**src/rtl/fetch_pkg.sv**
```systemverilog
// Shared types and constants for the instruction-fetch sequencer.
package fetch_pkg;

    localparam int ADDR_W = 8;
    localparam int INST_W = 32;

    localparam logic [ADDR_W-1:0] PC_STEP  = ADDR_W'(4);
    localparam logic [ADDR_W-1:0] RESET_PC = '0;

    typedef enum logic [1:0] {
        REQ   = 2'd0,
        WAIT  = 2'd1,
        HOLD  = 2'd2,
        DRAIN = 2'd3
    } fetch_state_t;

    // Sequential successor of a fetch address; wraps modulo 2^ADDR_W and is
    // deliberately left unclamped so the PC can apply its own negative-to-zero rule.
    function automatic logic [ADDR_W-1:0] step_addr(input logic [ADDR_W-1:0] addr);
        return addr + PC_STEP;
    endfunction

endpackage

```
**src/rtl/fetch_inst_buffer.sv**
```systemverilog
// One-entry holding register presenting a fetched instruction to decode.
module fetch_inst_buffer
    import fetch_pkg::*;
(
    input  logic              clk,
    input  logic              rst_n,
    input  logic              load,
    input  logic              clear,
    input  logic [INST_W-1:0] load_data,
    input  logic [ADDR_W-1:0] load_pc,
    output logic              inst_valid,
    output logic [INST_W-1:0] inst_data,
    output logic [ADDR_W-1:0] inst_pc
);

    // Capture on load, drop the valid flag on clear; payload stays put otherwise.
    always_ff @(posedge clk) begin
        if (!rst_n) begin
            inst_valid <= 1'b0;
            inst_data  <= '0;
            inst_pc    <= '0;
        end else if (load) begin
            inst_valid <= 1'b1;
            inst_data  <= load_data;
            inst_pc    <= load_pc;
        end else if (clear) begin
            inst_valid <= 1'b0;
        end
    end

endmodule

```
**src/rtl/fetch_sequencer.sv**
```systemverilog
// Fetch controller: drives the PC's next address, requests instruction words
// from memory and hands them to decode through a one-entry buffer.
module fetch_sequencer
    import fetch_pkg::*;
(
    input  logic              clk,
    input  logic              rst_n,
    input  logic [ADDR_W-1:0] curr_addr,
    output logic [ADDR_W-1:0] next_addr,
    output logic              imem_req,
    output logic [ADDR_W-1:0] imem_addr,
    input  logic              imem_rvalid,
    input  logic [INST_W-1:0] imem_rdata,
    output logic              inst_valid,
    output logic [INST_W-1:0] inst_data,
    output logic [ADDR_W-1:0] inst_pc,
    input  logic              inst_ready,
    input  logic              redirect_valid,
    input  logic [ADDR_W-1:0] redirect_target
);

    fetch_state_t state;
    logic         load_buf;
    logic         clear_buf;

    // Buffer control: a response is kept only if no redirect kills it in the same cycle;
    // a held instruction leaves on handshake or on redirect.
    always_comb begin
        load_buf  = (state == WAIT) && imem_rvalid && !redirect_valid;
        clear_buf = (state == HOLD) && (inst_ready || redirect_valid);
    end

    // Memory request decodes from state only, so inst_ready never reaches imem_req.
    always_comb begin
        imem_req  = rst_n && (state == REQ);
        imem_addr = curr_addr;
    end

    // Next-PC mux: reset, then redirect, then sequential step on an accepted response, else hold.
    always_comb begin
        next_addr = curr_addr;
        if (!rst_n) begin
            next_addr = RESET_PC;
        end else if (redirect_valid) begin
            next_addr = redirect_target;
        end else if (load_buf) begin
            next_addr = step_addr(curr_addr);
        end
    end

    // Fetch FSM; DRAIN absorbs the response of a request orphaned by a redirect.
    always_ff @(posedge clk) begin
        if (!rst_n) begin
            state <= REQ;
        end else begin
            case (state)
                REQ: begin
                    state <= redirect_valid ? DRAIN : WAIT;
                end
                WAIT: begin
                    if (redirect_valid) begin
                        state <= imem_rvalid ? REQ : DRAIN;
                    end else if (imem_rvalid) begin
                        state <= HOLD;
                    end
                end
                HOLD: begin
                    if (redirect_valid || inst_ready) begin
                        state <= REQ;
                    end
                end
                DRAIN: begin
                    if (imem_rvalid) begin
                        state <= REQ;
                    end
                end
                default: state <= REQ;
            endcase
        end
    end

    fetch_inst_buffer u_buf (
        .clk        (clk),
        .rst_n      (rst_n),
        .load       (load_buf),
        .clear      (clear_buf),
        .load_data  (imem_rdata),
        .load_pc    (curr_addr),
        .inst_valid (inst_valid),
        .inst_data  (inst_data),
        .inst_pc    (inst_pc)
    );

endmodule

```
**config.mk**
```make
export PLATFORM = sky130hd
export DESIGN_NAME = fetch_sequencer
export DESIGN_NICKNAME = d
export VERILOG_FILES = /design/src/rtl/fetch_pkg.sv /design/src/rtl/fetch_inst_buffer.sv /design/src/rtl/fetch_sequencer.sv
export SDC_FILE = /design/constraint.sdc
export NUM_CORES = 1
export LEC_CHECK = 0
export BUFFER_PORTS_ARGS = -buffer_cell sky130_fd_sc_hd__buf_2
export CAP_MARGIN = 0
export CELL_PAD_IN_SITES_DETAIL_PLACEMENT = 1
export CELL_PAD_IN_SITES_GLOBAL_PLACEMENT = 1
export CORE_ASPECT_RATIO = 1.2
export CORE_MARGIN = 5
export CORE_UTILIZATION = 30
export DETAILED_ROUTE_END_ITERATION = 10
export HOLD_SLACK_MARGIN = 0.03
export PLACE_DENSITY_LB_ADDON = 0.1
export SETUP_SLACK_MARGIN = 0.3
export SYNTH_ARGS = -nofsm -noshare
export SYNTH_HDL_FRONTEND = slang
export SYNTH_SLANG_ARGS = --single-unit
export TNS_END_PERCENT = 5
```
**constraint.sdc**
```tcl
create_clock -name clk -period 1.9 [get_ports clk]
set_clock_uncertainty 0.1 [all_clocks]
set_input_delay 0.38 -clock clk [delete_from_list [all_inputs] [get_ports clk]]
set_output_delay 0.38 -clock clk [all_outputs]
set_load 0.03 [all_outputs]
```
; Word level (Yosys, flattened, before mapping)
; Index checks and enable logic that the tools add are counted.
[op_classes]
mux = 12
n_eq_ne = 6
n_addsub = 1
n_reduce_logical = 9
[ops]
columns = op, count
row1 = two-way mux 8 bit, 3
row2 = two-way mux 2 bit, 6
row3 = "adder 8 x 3 -> 8 bit, second input constant", 1
row4 = case mux 2 bit (4 select lines), 1
row5 = "equality test 2 bit, second input constant", 2
row6 = logical AND 1 bit, 4
row7 = "inequality test 3 bit, second input constant", 1
row8 = AND reduction 3 bit, 1
row9 = "equality test 2 x 1 -> 1 bit, second input constant", 1
row10 = logical NOT 2 bit, 1
row11 = two-way mux 1 bit, 2
row12 = "inequality test 2 x 1 -> 1 bit, second input constant", 1
row13 = "inequality test 2 bit, second input constant", 1
row14 = nonzero test 2 bit, 1
row15 = logical NOT 1 bit, 1
row16 = logical OR 1 bit, 1
[word_totals]
elab_cells = 32
output_inout_bits = 58
reg_bits = 43

; Logic depth before layout (Yosys ltp)
; Gate-level depths: netlist of the first run.
[logic_depth]
ltp_word = 6
mapped_depth = 6
depth_no_buf = 4

; Modules after synthesis
; Synthesis of the first run repeated with hierarchy kept, for this count alone.
[unflattened]
cells_unflattened = 192
hier_area_um2 = 2018.2
[modules_own_cells]
columns = module, cells_per_inst, n_inst, seq_area_each_um2, area_each_um2
row1 = fetch_inst_buffer, 132, 1, 820.8, 1591.5
row2 = fetch_sequencer, 60, 1, 40.0, 426.7

; Worst setup path before layout of the first run
; Ideal clock, no wire load.
[synth_path]
path_kind = input -> output
start = input redirect_valid
end = output next_addr[7]
path_slack_ps = -341
path_buffers = 1
path_stages = 4
required_time_ps = 1420
t_arrival_ps = 1761
path_cell_list = buf_6 > nand4bb_1 > or4_1 > a31oi_1
[synth_via]
elab_chain_len = 5
[synth_rtl]
columns = item, line
row1 = "start, declared", fetch_sequencer.sv:18  ; input logic redirect_valid,
row2 = logical NOT 1 bit, fetch_sequencer.sv:29  ; load_buf = (state == WAIT) && imem_rvalid && !redirect_valid;
row3 = logical AND 1 bit, fetch_sequencer.sv:29
row4 = two-way mux 8 bit, fetch_sequencer.sv:46  ; end else if (load_buf) begin
row5 = two-way mux 8 bit *, fetch_sequencer.sv:44  ; end else if (redirect_valid) begin
row6 = two-way mux 8 bit *, fetch_sequencer.sv:42  ; if (!rst_n) begin
row7 = "end, declared", fetch_sequencer.sv:9  ; output logic [ADDR_W-1:0] next_addr,
; Mark *: on every way between the ends. The rest lies on a longest branch, timed or not.

; Final worst setup path of the first run
[layout_path]
start = register state[1]
end = output next_addr[5]
[layout_via]
elab_chain_len = 6
[layout_rtl]
columns = item, line
row1 = "start, declared", fetch_sequencer.sv:22  ; fetch_state_t state;
row2 = "start signal, assigned", fetch_sequencer.sv:58  ; state <= redirect_valid ? DRAIN : WAIT;
row3 = "start signal, assigned", fetch_sequencer.sv:62  ; state <= imem_rvalid ? REQ : DRAIN;
row4 = equality test 2 x 1 -> 1 bit, fetch_sequencer.sv:29
row5 = logical AND 1 bit (2 in series), fetch_sequencer.sv:29
row6 = two-way mux 8 bit, fetch_sequencer.sv:46
row7 = two-way mux 8 bit, fetch_sequencer.sv:44
row8 = two-way mux 8 bit, fetch_sequencer.sv:42
; Every way passes these cells.

==> out/metrics.yaml, run 1 <==
floorplanning:
  die_w_um: 83.3
  core_area_sq_um: 6370
  ios: 111
  die-area_sq_um: 8150
  fp-row-count: 32
  start_util: 0.303
  fp.dieH_um: 97.9
power:
  power_switching_uw: 567
  power.share.clock: 0.284
  p_comb_frac: 0.230
  peakVddDrop_v: 0.000314
  seqPwrFrac: 0.486
  p_int_uw: 1390
  p_leak_uw: 0.00134
  swShare: 0.290
  p_per_area_nw_per_um2: 661
drt:
  first_iter_violations: 31
  wl_per_cell_um: 13.1
  vias: 2029
  drt_first_pass_iters: 3
  wl_um: 5910
  antenna_left: 0
  drc: 0
  via_per_inst: 4.50
worst_setup_path:
  worstPathMaxFanout: 6
  path_buf_inv: 2
  cp-start-kind: "register"
  required_ps: 1420
  cpMaxStageDelayCell: "or3_4"
  r2r_cells: 6
  path_cells: "nand4bb_4 -> buf_6 -> or3_4 -> a31oi_4 -> buf_6"
  cpMostUsedCell: "buf_6"
  cpLargestDelayFamily: "simple AND/OR/NAND/NOR gates"
  reg2reg_to: "u_buf.inst_data[8]"
  cp-end-kind: "primary output"
  cp_num_cells: 5
  crit_type: "register to primary output"
  worst_path_largest_cell_delay_ps: 370
  reg2reg_from: "state[1]"
  critPathArrivalTime_ps: 1670
  reg2reg_slack_ps: 420
synthesis:
  synthesis.nets: 293
  synth_area_sq_um: 1930
  postSynthAreaPerCell_sq_um: 8.08
  synth-seq-cells: 43
  seq_area_frac_synth: 0.446
  synth_cells: 239
  yosysWarnings: 0
  synth_cell_types: 30
clock_network:
  clkSinkCount: 43
  cts_tree: "done"
  root_buffer: "clkbuf_8"
  htree_levels: 2
  cts.clk_slew.worst_paths_ps: 80
  hold_buffers: 0
  cts_buffer_depth: 2
  numCtsBuffers: 5
  insertion_delay_ps: 280
min_path:
  holdPathEnd: "u_buf.inst_data[3]"
  hp-class: "input port to register"
  whs_path_depth: 3
  hp-start: "imem_rdata[3]"
final_layout:
  finalNonFillerCells: 451
  postLayoutCoreUtil: 0.464
  drive_above_1_share: 0.451
  antenna_cells: 0
  layout.nets: 419
  area_growth_syn_to_layout_pct: 52.8
sta:
  layout_worst_path_cycle_share: 1.13
  post-route-min-period_ps: 2150
  setup_ws_ps: -250
  clock.fmax_mhz: 465
  hold_ws_ps: 228
  rsz0062_at_grt: "yes"
  slew_headroom: 0.778
  worst-slew-pin-transition_ps: 330
  slew_viol_final: 0
  tns_ps: -1080
  finalSetupViolations: 6
  hold_viol: 0
placed_design:
  dp_hpwl_um: 4760
  gp_congestion: 0.728
  port_buffers: 110
  placed_cells: 442
  place_ws_ps: -276
outcome:
  status: "finished, violations left"
  violations: "negative setup slack"
global_route:
  grt_antenna_before_repair: 0
  grt-ovfl-total: 0
  track_usage: 0.147
  grt_first_pass_wirelength_um: 9920
  first_global_vias: 2149
  grt_start_max_net_pins: 28
flow_run:
  drv_cap: 0
==> logic make-up (layout without fill, tap and decap cells) <==
logic type / after synthesis / in the layout / share of synthesized area
buffers and inverters: 29 / 156 / 0.0874
adder cells (fa/ha/maj): 1 / 1 / 0.00648
AO/OA/AOI/OAI: 64 / 64 / 0.231
AND/OR/NAND/NOR: 99 / 99 / 0.214
flip-flops: 43 / 43 / 0.446
multiplexers: 2 / 2 / 0.0104
XOR/XNOR: 1 / 1 / 0.00453
==> cell usage after synthesis (all sizes together) <==
library cell / count / share of area
nor2b: 2 / 0.0065
nand2: 85 / 0.17
nand4bb: 1 / 0.0058
a21o: 1 / 0.0039
or4: 1 / 0.0039
clkbuf: 6 / 0.012
nor4bb: 1 / 0.0052
mux2i: 2 / 0.010
nand3: 3 / 0.0078
xnor2: 1 / 0.0045
buf: 19 / 0.068
nor2: 1 / 0.0019
o211ai: 1 / 0.0039
o311a: 1 / 0.0052
o31a: 1 / 0.0045
inv: 4 / 0.0078
ha: 1 / 0.0065
a31oi: 4 / 0.013
o31ai: 1 / 0.0039
or3: 2 / 0.0065
nor3b: 1 / 0.0039
dfxtp: 43 / 0.45
o21bai: 1 / 0.0039
a21boi: 41 / 0.16
a21oi: 4 / 0.010
o21ai: 9 / 0.023
and3b: 1 / 0.0045
and3: 1 / 0.0032
==> sequential cells by signal, summed over array words and instances (netlist names) <==
name / flops
u_buf.inst_pc: 8
state: 2
u_buf.inst_data: 32
u_buf.inst_valid: 1
==> power by group through the flow <==
stage               sequential (uW)  combinational [uW]  clock (uW)
floorplan                      1020                 190           0
global placement                967                 423           0
detailed placement              968                 428           0
CTS                             950                 453         589
global route                    953                 488         621
finish                          949                 449         554
==> layout by cell type (no fill, tap or decap), types with 2 or more instances in the layout <==
cell / instances
mux2i_1: 2
buf_2: 101
nand3_1: 2
inv_1: 3
o21ai_0: 9
buf_4: 33
clkbuf_1: 2
nand2_1: 84
a21boi_0: 41
nor2b_1: 2
a21oi_1: 2
buf_6: 10
dfxtp_1: 41
clkbuf_8: 5
dfxtp_2: 2
a31oi_4: 4
a21oi_2: 2
==> layer usage <==
metal,share of wire,vias up,global-route usage,wire length (um)
met5,0,-,0,0
met4,0.010,0,0.0340,59
met3,0.080,5,0.0582,472
met2,0.48,65,0.259,2870
met1,0.43,924,0.166,2520
li1,-,1035,-,-
==> worst max-delay path by stage <==
stage,slack (ps),startpoint,endpoint
global route,-320,state[1],next_addr[5]
CTS,-270,state[1],next_addr[5]
detailed placement,-280,redirect_valid,next_addr[6]
floorplan,-80,redirect_valid,next_addr[5]
global placement,-260,redirect_valid,next_addr[5]
finish,-250,state[1],next_addr[5]
==> area by class of cell <==
type	count	area, sq um
tap	85	106
sequential	43	863
timing repair buffer	144	866
fill	786	3410
clock inverter	1	5.00
inverter	4	18.8
multi-input combinational	167	1020
clock buffer	7	76.3
==> worst reg2reg max path: cells and delay by family, from the launching register on <==
kind                   cells  cell delay (ps)
buffers and inverters      3              500
AO/OA/AOI/OAI              1              140
flip-flops                 1              320
AND/OR/NAND/NOR            2              350
==> timing repair <==
action	CTS	global route
resized for setup	23	5
endpoints found under the setup margin	11	24
buffers inserted	1	0
pin swaps	9	0
==> metrics by stage <==
stage                     power [uW]  cell area [sq um]
after floorplan                 1210               2000
after detailed placement        1400               2770
after global placement          1390               2770
after global routing            2060               2950
after CTS                       1990               2930
final                           1950               2950
Power figures use the tool's default switching activity.
==> run 2: changes to the inputs <==
- BUFFER_PORTS_ARGS: -buffer_cell sky130_fd_sc_hd__buf_2 -> unset
- CORE_UTILIZATION: 30 -> 42
- DONT_BUFFER_PORTS: unset -> 1
==> run 2 against run 1 <==
Net effect:
- the flow still finishes with violations (negative setup slack)
- via count down 19%
- highest routed layer unchanged
- maximum frequency rose by 0.15%
- clock power decreased by 1%
- routed wire length fell by 12%
==> out/metrics.yaml, run 2 (synthesis gave the netlist of run 1 again) <==
global_route:
  grt_first_pass_wirelength_um: 8400  # was 9920 um
  use_met3: 0.0754  # was 0.0582
  met1_usage: 0.174  # was 0.166
  grt-ovfl-total: 0  # unchanged
  track_usage: 0.172  # was 0.147
  met2_usage: 0.297  # was 0.259
  first_global_vias: 1790  # was 2149
  grt_antenna_before_repair: 0  # unchanged
  grt-busiest-layer: "met2"  # unchanged
  grt_start_max_net_pins: 53  # was 28
drt:
  drc: 0  # unchanged
  antenna_left: 0  # unchanged
  wl_um: 5220  # was 5910 um
  vias: 1641  # was 2029
  wl_per_cell_um: 17.4  # was 13.1 um
  drt_first_pass_iters: 4  # was 3
  via_per_inst: 5.45  # was 4.50
  first_iter_violations: 56  # was 31
placed_design:
  placed_area_sq_um: 2080  # was 2770 sq um
  gp_congestion: 0.741  # was 0.728
  dp_hpwl_um: 3980  # was 4760 um
  port_buffers: 0  # was 110
outcome:
  violations: "negative setup slack"  # unchanged
  status: "finished, violations left"  # unchanged
clock_network:
  root_buffer: "clkbuf_8"  # unchanged
  numCtsBuffers: 5  # unchanged
  insertion_delay_ps: 280  # about the same
  htree_levels: 2  # unchanged
  cts_tree: "done"  # unchanged
  cts.clk_slew.worst_paths_ps: 70  # was 80 ps
  cts_buffer_depth: 2  # unchanged
  clkSinkCount: 43  # unchanged
worst_setup_path:
  worstPathMaxFanout: 5  # was 6
  cp-end-kind: "primary output"  # unchanged
  r2r_cells: 6  # unchanged
  crit_type: "register to primary output"  # unchanged
  crit_end: "next_addr[6]"  # was next_addr[5]
  path_buf_inv: 3  # was 2
  reg2reg_from: "state[1]"  # unchanged
  cpMaxStageDelayCell: "dfxtp_2"  # was or3_4
  cpLargestDelayFamily: "buffers and inverters"  # was simple AND/OR/NAND/NOR gates
  cp-start-kind: "register"  # unchanged
  path_cells: "buf_6 -> nor4bb_4 -> buf_4 -> nand3_2 -> a31oi_2 -> buf_6"  # was nand4bb_4 -> buf_6 -> or3_4 -> a31oi_4 -> buf_6
  cp_num_cells: 6  # was 5
  reg2reg_to: "u_buf.inst_pc[5]"  # was u_buf.inst_data[8]
  cpMostUsedCell: "buf_6"  # unchanged
  required_ps: 1420  # about the same
  critPathArrivalTime_ps: 1670  # about the same
  crit_path_start: "state[1]"  # unchanged
  worst_path_largest_cell_delay_ps: 340  # was 370 ps
  reg2reg_slack_ps: 310  # was 420 ps
floorplanning:
  core_area_sq_um: 4530  # was 6370 sq um
  die_w_um: 71.9  # was 83.3 um
  ios: 111  # unchanged
  die-area_sq_um: 6060  # was 8150 sq um
  start_util: 0.427  # was 0.303
  fp.dieH_um: 84.3  # was 97.9 um
  fp-row-count: 27  # was 32
sta:
  slew_headroom: 0.724  # was 0.778
  rsz0062_at_grt: "yes"  # unchanged
  clock.fmax_mhz: 466  # was 465 MHz
  setup_ws_ps: -247  # was -250 ps
  slew_viol_final: 0  # unchanged
  layout_worst_path_cycle_share: 1.13  # about the same
  finalSetupViolations: 6  # unchanged
  worst-slew-pin-transition_ps: 413  # was 330 ps
  post-route-min-period_ps: 2150  # about the same
  hold_viol: 0  # unchanged
final_layout:
  finalInstanceArea_sq_um: 2220  # was 2950 sq um
  drive_above_1_share: 0.169  # was 0.451
  top_register: "u_buf.inst_data"  # unchanged
  layout_commonest_cell: "nand2_1"  # was buf_2
  largest_reg_flops: 32  # unchanged
  largestRegisters: "u_buf.inst_data x32, u_buf.inst_pc x8, state x2"  # unchanged
  antenna_cells: 0  # unchanged
  layout.nets: 296  # was 419
  layout_common_cells: "84 x nand2_1, 41 x a21boi_0, 41 x dfxtp_1"  # was 101 x buf_2, 84 x nand2_1, 41 x a21boi_0, 41 x dfxtp_1, 33 x buf_4
  area_growth_syn_to_layout_pct: 14.8  # was 52.8%
  fillCellCount: 545  # was 786
min_path:
  hp-start: "imem_rdata[7]"  # was imem_rdata[3]
  hp-class: "input port to register"  # unchanged
flow_run:
  drv_cap: 0  # unchanged
power:
  p_per_area_nw_per_um2: 802  # was 661 nW/um^2
  p_leak_uw: 0.000766  # was 0.00134 uW
  peakVddDrop_v: 0.000463  # was 0.000314 V
  power.total_uw: 1780  # was 1950 uW
run 2: changes by cell type in the layout (fill, tap and decap cells not counted):
cell | previous run | this run
a31oi_2 | 0 | 1
o21ai_1 | 0 | 1
a31oi_4 | 4 | 3
inv_1 | 3 | 4
buf_6 | 10 | 5
clkinvlp_4 | 1 | 0
buf_2 | 101 | 0
buf_4 | 33 | 16
o21ai_0 | 9 | 8
run 2: worst reg2reg max path: stages (launching register included):
cell	delay (ps)
dfxtp_2	340
buf_6	120
nor4bb_4	300
buf_4	190
buf_4	220
nand2_1	90
a21boi_0	160
run 2: metal layers:
metal | share of wire | vias to the layer above
met1 | 0.36 | 762
met2 | 0.50 | 80
met4 | 0.034 | 0
met3 | 0.11 | 13
met5 | 0 | -
li1 | - | 786
run 2: where the power goes:
| group | internal [uW] | total, uW | switching (uW) |
|---|---|---|---|
| sequential | 933 | 1010 | 75.2 |
| clock | 258 | 547 | 289 |
| combinational | 103 | 223 | 120 |
| total | 1290 | 1780 | 484 |
run 2: worst min-delay path by stage:
stage	cells past startpoint	end	slack, ps
global placement	1	state[0]	350
detailed placement	1	state[0]	400
finish	2	u_buf.inst_data[7]	130
global route	1	state[1]	110
floorplan	1	state[0]	370
CTS	1	state[1]	120
run 2: repair_timing:
| action | CTS | global route |
|---|---|---|
| gates resized for setup | 8 | 4 |
| endpoints found under the setup margin | 13 | 37 |
| hold buffers | 0 | 0 |
| setup buffers | 1 | 1 |
| pin swaps | 8 | 6 |
| hold endpoints to repair | 0 | 0 |
run 2: through the flow:
step | TNS [ps] | hold WS [ps] | worst slack (ps) | utilization | cells
after floorplan | -176 | 375 | -83.1 | - | 239
after global routing | -1750 | 107 | -343 | 0.490 | 301
after CTS | -1470 | 118 | -306 | 0.485 | 300
final | -1280 | 127 | -247 | 0.490 | 301
after detailed placement | -159 | 404 | -64.7 | 0.459 | 291
after global placement | -154 | 353 | -62.8 | 0.459 | 291
run 2: final cells by class:
| cell class | instances | area [sq um] | share of cell area |
|---|---|---|---|
| Multi-Input combinational cell | 167 | 1010 | 0.455 |
| Sequential cell | 43 | 863 | 0.389 |
| Timing Repair Buffer | 21 | 176 | 0.0796 |
| Clock buffer | 7 | 76.3 | 0.0344 |
| Tap cell | 58 | 72.6 | 0.0327 |
| Inverter | 4 | 15.0 | 0.00677 |
| Clock inverter | 1 | 5.00 | 0.00226 |
